`src/rtl/wb_resp_stage_pkg.sv`:
```
// wb_resp_stage_pkg: opcode, access-size and state encodings shared by the writeback slice.
// Rev 1.0
`default_nettype none

package wb_resp_stage_pkg;

  localparam logic [7:0] OP_ADD = 8'h01;
  localparam logic [7:0] OP_BL  = 8'h02;
  localparam logic [7:0] OP_LD  = 8'h10;
  localparam logic [7:0] OP_LDU = 8'h11;
  localparam logic [7:0] OP_LL  = 8'h12;

  localparam logic [1:0] ACCESS_SZ_BYTE  = 2'd0;
  localparam logic [1:0] ACCESS_SZ_HALF  = 2'd1;
  localparam logic [1:0] ACCESS_SZ_WORD  = 2'd2;
  localparam logic [1:0] ACCESS_SZ_DWORD = 2'd3;

  typedef enum logic [1:0] {
    S_IDLE = 2'd0,
    S_WAIT = 2'd1,
    S_GO   = 2'd2
  } ws_state_e;

endpackage

`default_nettype wire

```
`src/rtl/wb_resp_stage_if.sv`:
```
// wb_resp_stage_if: MEM-to-WB handshake, load-response channel and regfile/forwarding outputs.
// Rev 1.0
`default_nettype none

interface wb_resp_stage_if #(
  parameter int DATA_W = 32,
  parameter int RF_AW  = 5,
  parameter int OP_W   = 8
);
  localparam int OFF_W = $clog2(DATA_W / 8);

  logic              ms_to_ws_valid;
  logic              ws_allowin;
  logic [31:0]       ms_pc;
  logic [OP_W-1:0]   ms_op;
  logic [RF_AW-1:0]  ms_dest;
  logic [DATA_W-1:0] ms_result;
  logic [1:0]        ms_sz;
  logic [OFF_W-1:0]  ms_offset;
  logic              data_resp_valid;
  logic              data_resp_ready;
  logic [DATA_W-1:0] data_resp_rdata;
  logic              rf_we;
  logic [RF_AW-1:0]  rf_waddr;
  logic [DATA_W-1:0] rf_wdata;
  logic              ws_fwd_valid;
  logic [RF_AW-1:0]  ws_fwd_dest;
  logic              ws_fwd_data_ok;
  logic [31:0]       ws_pc;

  modport master (
    output ms_to_ws_valid, ms_pc, ms_op, ms_dest, ms_result, ms_sz, ms_offset,
    output data_resp_valid, data_resp_rdata,
    input  ws_allowin, data_resp_ready, rf_we, rf_waddr, rf_wdata,
    input  ws_fwd_valid, ws_fwd_dest, ws_fwd_data_ok, ws_pc
  );

  modport slave (
    input  ms_to_ws_valid, ms_pc, ms_op, ms_dest, ms_result, ms_sz, ms_offset,
    input  data_resp_valid, data_resp_rdata,
    output ws_allowin, data_resp_ready, rf_we, rf_waddr, rf_wdata,
    output ws_fwd_valid, ws_fwd_dest, ws_fwd_data_ok, ws_pc
  );

endinterface

`default_nettype wire

```
`src/rtl/wb_resp_fifo.sv`:
```
// wb_resp_fifo: in-order load-response FIFO, DATA_W x DEPTH, asynchronous active-high reset.
// Rev 1.0
`default_nettype none

module wb_resp_fifo #(
  parameter int DATA_W = 32,
  parameter int DEPTH  = 2,
  parameter int CW     = $clog2(DEPTH + 1)
) (
  input  wire logic              clk,
  input  wire logic              reset,
  input  wire logic              i_push,
  input  wire logic [DATA_W-1:0] i_wdata,
  input  wire logic              i_pop,
  output logic      [DATA_W-1:0] o_rdata,
  output logic                   o_empty,
  output logic                   o_full,
  output logic      [CW-1:0]     o_count
);
  localparam int AW = (DEPTH > 1) ? $clog2(DEPTH) : 1;

  logic [DATA_W-1:0] r_mem [DEPTH];
  logic [AW-1:0]     r_wptr;
  logic [AW-1:0]     r_rptr;
  logic [CW-1:0]     r_count;
  logic              w_do_push;
  logic              w_do_pop;

  function automatic logic [AW-1:0] ptr_next(input logic [AW-1:0] p);
    return (p == AW'(DEPTH - 1)) ? '0 : p + AW'(1);
  endfunction

  assign o_empty   = (r_count == '0);
  assign o_full    = (r_count == CW'(DEPTH));
  assign o_count   = r_count;
  assign o_rdata   = r_mem[r_rptr];
  assign w_do_push = i_push && !o_full;
  assign w_do_pop  = i_pop && !o_empty;

  always_ff @(posedge clk or posedge reset) begin
    if (reset) begin
      r_wptr  <= '0;
      r_rptr  <= '0;
      r_count <= '0;
      for (int i = 0; i < DEPTH; i++) begin
        r_mem[i] <= '0;
      end
    end else begin
      if (w_do_push) begin
        r_mem[r_wptr] <= i_wdata;
        r_wptr        <= ptr_next(r_wptr);
      end
      if (w_do_pop) begin
        r_rptr <= ptr_next(r_rptr);
      end
      r_count <= r_count + CW'(w_do_push) - CW'(w_do_pop);
    end
  end

endmodule

`default_nettype wire

```
`src/rtl/wb_resp_stage.sv`:
```
// wb_resp_stage: writeback pipeline register; stalls loads for their response, extracts and extends the lane.
// Rev 1.0
`default_nettype none

module wb_resp_stage
  import wb_resp_stage_pkg::*;
#(
  parameter int DATA_W     = 32,
  parameter int RF_AW      = 5,
  parameter int OP_W       = 8,
  parameter int RESP_DEPTH = 2
) (
  input wire logic         clk,
  input wire logic         reset,
  wb_resp_stage_if.slave   bus
);
  localparam int OFF_W = $clog2(DATA_W / 8);
  localparam int CNT_W = $clog2(RESP_DEPTH + 1);

  ws_state_e         r_state;
  logic [31:0]       r_pc;
  logic [OP_W-1:0]   r_op;
  logic [RF_AW-1:0]  r_dest;
  logic [DATA_W-1:0] r_result;
  logic [1:0]        r_sz;
  logic [OFF_W-1:0]  r_offset;

  logic              w_valid;
  logic              w_is_load;
  logic              w_in_is_load;
  logic              w_ready_go;
  logic              w_allowin;
  logic              w_accept;
  logic              w_bypass;
  logic              w_push;
  logic              w_pop;
  logic              w_fifo_empty;
  logic              w_fifo_full;
  logic [CNT_W-1:0]  w_fifo_count;
  logic [CNT_W-1:0]  w_cnt_next;
  logic [DATA_W-1:0] w_fifo_head;
  logic [DATA_W-1:0] w_raw;
  logic [OFF_W-1:0]  w_off_mask;
  logic [OFF_W-1:0]  w_off_eff;
  logic [DATA_W-1:0] w_lane;
  logic [DATA_W-1:0] w_word_ext;
  logic [DATA_W-1:0] w_ld_data;
  logic              w_signed;
  logic              w_is_ll;
  logic [RF_AW-1:0]  w_waddr;
  logic [DATA_W-1:0] w_wdata;

  assign w_valid      = (r_state != S_IDLE);
  assign w_is_load    = (r_op == OP_W'(OP_LD)) || (r_op == OP_W'(OP_LDU)) || (r_op == OP_W'(OP_LL));
  assign w_in_is_load = (bus.ms_op == OP_W'(OP_LD)) || (bus.ms_op == OP_W'(OP_LDU)) ||
                        (bus.ms_op == OP_W'(OP_LL));
  assign w_ready_go   = (r_state == S_GO) || ((r_state == S_WAIT) && bus.data_resp_valid);
  assign w_allowin    = !w_valid || w_ready_go;
  assign w_accept     = bus.ms_to_ws_valid && w_allowin;

  // A waiting load only exists with an empty FIFO, so any response that cycle is consumed directly.
  assign w_bypass   = (r_state == S_WAIT) && bus.data_resp_valid;
  assign w_push     = bus.data_resp_valid && !w_fifo_full && !w_bypass;
  assign w_pop      = (r_state == S_GO) && w_is_load;
  assign w_cnt_next = w_fifo_count + CNT_W'(w_push) - CNT_W'(w_pop);

  wb_resp_fifo #(
    .DATA_W (DATA_W),
    .DEPTH  (RESP_DEPTH),
    .CW     (CNT_W)
  ) u_fifo (
    .clk     (clk),
    .reset   (reset),
    .i_push  (w_push),
    .i_wdata (bus.data_resp_rdata),
    .i_pop   (w_pop),
    .o_rdata (w_fifo_head),
    .o_empty (w_fifo_empty),
    .o_full  (w_fifo_full),
    .o_count (w_fifo_count)
  );

  always_ff @(posedge clk or posedge reset) begin
    if (reset) begin
      r_state  <= S_IDLE;
      r_pc     <= '0;
      r_op     <= '0;
      r_dest   <= '0;
      r_result <= '0;
      r_sz     <= '0;
      r_offset <= '0;
    end else if (w_accept) begin
      // A new load only goes straight to S_GO if its response will already sit in the FIFO.
      r_state  <= (w_in_is_load && (w_cnt_next == '0)) ? S_WAIT : S_GO;
      r_pc     <= bus.ms_pc;
      r_op     <= bus.ms_op;
      r_dest   <= bus.ms_dest;
      r_result <= bus.ms_result;
      r_sz     <= bus.ms_sz;
      r_offset <= bus.ms_offset;
    end else if (w_ready_go) begin
      r_state <= S_IDLE;
    end
  end

  assign w_raw      = w_fifo_empty ? bus.data_resp_rdata : w_fifo_head;
  assign w_off_mask = OFF_W'((32'd1 << r_sz) - 32'd1);
  assign w_off_eff  = r_offset & ~w_off_mask;
  assign w_lane     = w_raw >> {w_off_eff, 3'b000};
  assign w_signed   = (r_op == OP_W'(OP_LD));
  assign w_is_ll    = (r_op == OP_W'(OP_LL));

  generate
    if (DATA_W > 32) begin : g_word_wide
      assign w_word_ext = w_signed ? {{(DATA_W-32){w_lane[31]}}, w_lane[31:0]}
                                   : {{(DATA_W-32){1'b0}}, w_lane[31:0]};
    end else begin : g_word_full
      assign w_word_ext = w_lane;
    end
  endgenerate

  always_comb begin
    w_ld_data = w_lane;
    if (!w_is_ll) begin
      case (r_sz)
        ACCESS_SZ_BYTE:  w_ld_data = w_signed ? {{(DATA_W-8){w_lane[7]}}, w_lane[7:0]}
                                              : {{(DATA_W-8){1'b0}}, w_lane[7:0]};
        ACCESS_SZ_HALF:  w_ld_data = w_signed ? {{(DATA_W-16){w_lane[15]}}, w_lane[15:0]}
                                              : {{(DATA_W-16){1'b0}}, w_lane[15:0]};
        ACCESS_SZ_WORD:  w_ld_data = w_word_ext;
        ACCESS_SZ_DWORD: w_ld_data = w_lane;
        default:         w_ld_data = w_lane;
      endcase
    end
  end

  assign w_waddr = !w_valid ? '0 : (r_op == OP_W'(OP_BL)) ? RF_AW'(1) : r_dest;
  assign w_wdata = !w_valid ? '0 : w_is_load ? w_ld_data : r_result;

  assign bus.ws_allowin      = w_allowin;
  assign bus.data_resp_ready = !w_fifo_full;
  assign bus.rf_we           = w_valid && w_ready_go && (w_waddr != '0);
  assign bus.rf_waddr        = w_waddr;
  assign bus.rf_wdata        = w_wdata;
  assign bus.ws_fwd_valid    = w_valid && (w_waddr != '0);
  assign bus.ws_fwd_dest     = w_waddr;
  assign bus.ws_fwd_data_ok  = w_valid && w_ready_go;
  assign bus.ws_pc           = r_pc;

endmodule

`default_nettype wire

```
`src/flat_wrapper.sv`:
```
// flat-port wrapper written by rule: the top's interface ports become plain ports
module wb_resp_stage_flat import wb_resp_stage_pkg::*;
#(
  parameter int DATA_W     = 32,
  parameter int RF_AW      = 5,
  parameter int OP_W       = 8,
  parameter int RESP_DEPTH = 2
)
  (clk, reset, bus_ms_to_ws_valid, bus_ms_pc, bus_ms_op, bus_ms_dest, bus_ms_result, bus_ms_sz, bus_ms_offset, bus_data_resp_valid, bus_data_resp_rdata, bus_ws_allowin, bus_data_resp_ready, bus_rf_we, bus_rf_waddr, bus_rf_wdata, bus_ws_fwd_valid, bus_ws_fwd_dest, bus_ws_fwd_data_ok, bus_ws_pc);
  wb_resp_stage_if #(.DATA_W(DATA_W), .RF_AW(RF_AW), .OP_W(OP_W)) bus_i ();
  input wire logic clk;
  input wire logic reset;
  input wire logic [$bits(bus_i.ms_to_ws_valid)-1:0] bus_ms_to_ws_valid;
  input wire logic [$bits(bus_i.ms_pc)-1:0] bus_ms_pc;
  input wire logic [$bits(bus_i.ms_op)-1:0] bus_ms_op;
  input wire logic [$bits(bus_i.ms_dest)-1:0] bus_ms_dest;
  input wire logic [$bits(bus_i.ms_result)-1:0] bus_ms_result;
  input wire logic [$bits(bus_i.ms_sz)-1:0] bus_ms_sz;
  input wire logic [$bits(bus_i.ms_offset)-1:0] bus_ms_offset;
  input wire logic [$bits(bus_i.data_resp_valid)-1:0] bus_data_resp_valid;
  input wire logic [$bits(bus_i.data_resp_rdata)-1:0] bus_data_resp_rdata;
  output wire logic [$bits(bus_i.ws_allowin)-1:0] bus_ws_allowin;
  output wire logic [$bits(bus_i.data_resp_ready)-1:0] bus_data_resp_ready;
  output wire logic [$bits(bus_i.rf_we)-1:0] bus_rf_we;
  output wire logic [$bits(bus_i.rf_waddr)-1:0] bus_rf_waddr;
  output wire logic [$bits(bus_i.rf_wdata)-1:0] bus_rf_wdata;
  output wire logic [$bits(bus_i.ws_fwd_valid)-1:0] bus_ws_fwd_valid;
  output wire logic [$bits(bus_i.ws_fwd_dest)-1:0] bus_ws_fwd_dest;
  output wire logic [$bits(bus_i.ws_fwd_data_ok)-1:0] bus_ws_fwd_data_ok;
  output wire logic [$bits(bus_i.ws_pc)-1:0] bus_ws_pc;
  assign bus_i.ms_to_ws_valid = bus_ms_to_ws_valid;
  assign bus_i.ms_pc = bus_ms_pc;
  assign bus_i.ms_op = bus_ms_op;
  assign bus_i.ms_dest = bus_ms_dest;
  assign bus_i.ms_result = bus_ms_result;
  assign bus_i.ms_sz = bus_ms_sz;
  assign bus_i.ms_offset = bus_ms_offset;
  assign bus_i.data_resp_valid = bus_data_resp_valid;
  assign bus_i.data_resp_rdata = bus_data_resp_rdata;
  assign bus_ws_allowin = bus_i.ws_allowin;
  assign bus_data_resp_ready = bus_i.data_resp_ready;
  assign bus_rf_we = bus_i.rf_we;
  assign bus_rf_waddr = bus_i.rf_waddr;
  assign bus_rf_wdata = bus_i.rf_wdata;
  assign bus_ws_fwd_valid = bus_i.ws_fwd_valid;
  assign bus_ws_fwd_dest = bus_i.ws_fwd_dest;
  assign bus_ws_fwd_data_ok = bus_i.ws_fwd_data_ok;
  assign bus_ws_pc = bus_i.ws_pc;
  wb_resp_stage #(.DATA_W(DATA_W), .RF_AW(RF_AW), .OP_W(OP_W), .RESP_DEPTH(RESP_DEPTH)) u_core (.clk(clk), .reset(reset), .bus(bus_i));
endmodule
```
`config.mk`:
```
export PLATFORM = sky130hd
export DESIGN_NAME = wb_resp_stage_flat
export DESIGN_NICKNAME = d
export VERILOG_FILES = /design/src/rtl/wb_resp_stage_pkg.sv /design/src/rtl/wb_resp_stage_if.sv /design/src/rtl/wb_resp_fifo.sv /design/src/rtl/wb_resp_stage.sv /design/src/flat_wrapper.sv
export SDC_FILE = /design/constraint.sdc
export NUM_CORES = 1
export LEC_CHECK = 0
export CORE_ASPECT_RATIO = 1.25
export CORE_UTILIZATION = 46
export CTS_BUF_LIST = sky130_fd_sc_hd__clkbuf_16
export DETAILED_ROUTE_END_ITERATION = 8
export PLACE_DENSITY = 0.81
export SKIP_CTS_REPAIR_TIMING = 1
export SLEW_MARGIN = 30
export SYNTH_ARGS = -nofsm -noshare
export SYNTH_HDL_FRONTEND = slang
export SYNTH_HIERARCHICAL = 1
export SYNTH_SLANG_ARGS = --single-unit
```
`constraint.sdc`:
```
create_clock -name clk -period 3 [get_ports clk]
set_input_delay 0.3 -clock clk [delete_from_list [all_inputs] [get_ports clk]]
set_output_delay 0.3 -clock clk [all_outputs]
set_load 0.01 [all_outputs]
```
==> results_dict.tcl <==
set metrics [dict create \
    crit_start "u_core/u_fifo/o_count[0]" \
    place_hpwl_mm 17.0 \
    hold_ws_ps 207 \
    worst_ep_arrival_time_ps 2950 \
    drive_gt1_frac 0.374 \
    ys_ff_latch 151 \
    peakVddDrop_v 0.000536 \
    synth-edff-count 0 \
    crit_family "buffers and inverters" \
    initial_core_util 0.471 \
    p_leak_nw 5.00 \
    violations "setup timing" \
    gp_congestion 0.894 \
    cap_violations 0 \
    multi_input_area_um2 4290 \
    grt_pass1_vias 6753 \
    clock.fmax_mhz 307 \
    grt_remaining_overflow 0 \
    endpoint_kind "output port" \
    synth.area.top_cells "dfrtp_1, mux2_2, mux2_4, mux2i_1, nor2_1" \
    synth_area_um2 8230 \
    synthFlopType "dfrtp_1" \
    hold_viol 0 \
    die_h_um 152 \
    yosysTopAreaCell "dfrtp_1" \
    min_period_over_period 1.08 \
    slew_violations 0 \
    worstHoldPathType "input port to async pin" \
    diodes 0 \
    drt_wl_total_mm 23.4 \
    areaGrowthSynthToFinish_pct 40.5 \
    worstRegToRegCells 10 \
    cts_tree "built" \
    synthCells 697 \
    drt_iter0_drc 429 \
    regToRegEndpoint "u_core/r_state[0]" \
    status "finished, violations left" \
    rsz0062_at_grt "true" \
    antenna_found_initial 0 \
    cp-start-kind "flip-flop" \
    slowest_stage "clkdlybuf4s50_1" \
    crit_type "flip-flop to output port" \
    yosysTopAreaCellShare 0.459 \
    io_buffers 195 \
    syn_nets 818 \
    gr-usage-all-layers 0.262 \
    crit_cells 9 \
    crit_path_max_fanout 10 \
    ys_async_sr_fraction 1.00 \
    rows 54 \
    nNetsFinal 1041 \
    worstSkewPairLatency_ps 420 \
    fin_skew_ps 5.96 \
    setup_ws_ps -254 \
    timing.critical_path.mode_cell "buf_12" \
    ys_seq_area_frac 0.459 \
    post_drt_wl_per_cell_um 20.2 \
    synth-warning-count 6 \
    drt_pre_antenna_iters 4 \
    period_needed_ps 3250 \
    h-tree-depth 4 \
    numCtsBuffers 17 \
    cts.clk_slew.worst_paths_ps 60 \
    fp.dieArea_um2 18400 \
    report.final.setup_viol 9 \
    grt_pass1_wl_mm 36.0 \
    drc_errors 0 \
    ant_nets 0 \
    crit_chain "nor2_4 -> buf_12 -> buf_12 -> buf_4 -> mux2i_1 -> nand2_1 -> a31oi_1 -> a21oi_1 -> clkdlybuf4s50_1" \
    worstMarginPinSlew_ps 648 \
    avgSynthCellArea_um2 11.8 \
    yosysMostFrequentCell "dfrtp_1" \
    via_per_inst 5.69 \
    ios 196 \
    final_util 0.661 \
    cts_root_buffer "clkbuf_16" \
    ff_latch_area_um2 3780 \
    path_buf_inv 4 \
    required_ps 2700 \
    synth.distinct_cells 50 \
    reg2reg_slack_ps 260 \
    fillers 1336 \
    grt_max_degree 69 \
    dr_total_vias 6577 \
    cp-endpoint "bus_rf_wdata[5]" \
    core_um2 17500 \
    max_stage_delay_ps 500 \
    cts.sinks 151 \
    die_w_um 122 \
    clk_path_buf_depth 2 \
    netlist_top_cells_count "dfrtp_1, mux2_2, nor2_1" \
    power.density_nw_per_um2 815 \
    maxSlewHeadroom 0.566 \
    reg2reg_from "u_core/r_op[7]" \
]
-- worst min-delay path by stage --
| stage | start | end | slack (ps) | cells past startpoint |
|---|---|---|---|---|
| after CTS | reset | u_core/bus.ws_pc[30] | 200 | 2 |
| after global routing | reset | u_core/r_result[2] | 220 | 2 |
| after detailed placement | u_core/u_fifo/r_wptr | u_core/u_fifo/r_wptr | 480 | 1 |
| after global placement | u_core/u_fifo/r_wptr | u_core/u_fifo/r_wptr | 480 | 1 |
| after floorplan | bus_ms_offset[0] | u_core/r_offset[0] | 420 | 2 |
| final | reset | u_core/bus.ws_pc[30] | 210 | 2 |
-- flip-flops by register name (all words and copies together) (netlist names), 5 cells and up --
signal and count:
u_core/r_result 32, u_core/u_fifo/r_mem 64, u_core/bus.ws_pc 32, u_core/r_dest 5, u_core/r_op 8
-- power by group --
| group | switching (mW) | internal (mW) | total (mW) | leakage, nW |
|---|---|---|---|---|
| clock | 0.845 | 1.47 | 2.31 | 0.308 |
| combinational | 1.78 | 2.34 | 4.12 | 2.92 |
| sequential | 0.355 | 2.64 | 2.99 | 1.77 |
| total | 2.98 | 6.45 | 9.43 | 5.00 |
-- layout make-up --
class	count	share of cell area
inverter	12	0.00400
sequential	151	0.327
clock buffer	17	0.0368
timing repair buffer	259	0.219
multi-input combinational	479	0.371
tap	224	0.0242
clock inverter	14	0.0178
-- cell usage in the layout, fill, tap and decap left out, types with 6 or more instances in the layout --
cell             instances
clkbuf_16               18
inv_1                    9
nor2_1                  47
a211oi_2                 8
dfrtp_1                149
nor3_1                  22
nor4_1                   8
and2_1                   6
mux2i_1                 20
a21oi_1                 12
and3b_1                  8
mux4_2                   7
buf_4                   50
buf_12                  10
a31o_2                   7
dlymetal6s2s_1          12
nand2_1                 41
o21ai_0                 33
nor4_2                   7
mux2_2                 145
buf_2                   15
mux2_4                  31
clkdlybuf4s50_1        167
a211oi_1                 7
-- per-layer routing --
layer  vias to the layer above  global-route usage  share of wire
met4                         0               0.144          0.041
met2                       279               0.428           0.49
met5                         -                   0              0
met1                      3267               0.319           0.40
met3                        55              0.0644          0.070
li1                       2976                   -              -
-- through the flow --
step / instance area, µm² / TNS, ps / total power [mW] / std cells / worst slack (ps)
2_1_floorplan: 8240 / 0 / 5.46 / 697 / 73.8
3_3_place_gp: 10700 / 0 / 6.77 / 1119 / 0.392
3_5_place_dp: 10700 / -62.8 / 6.88 / 1119 / -36.2
4_1_cts: 11400 / -10320 / 9.26 / 1150 / -460
5_1_grt: 11600 / -2480 / 9.86 / 1156 / -314
6_report: 11600 / -829 / 9.43 / 1156 / -254
-- cell families after synthesis --
family / share of synthesized area
AOI/OAI and AO/OA: 0.0804
buffers and inverters: 0.0427
muxes: 0.306
xor gates and xnor gates: 0.00638
adders and majority gates: 0.00608
DFF: 0.459
and+or+nand+nor: 0.100
No activity file was read; power rests on OpenSTA's default activity.
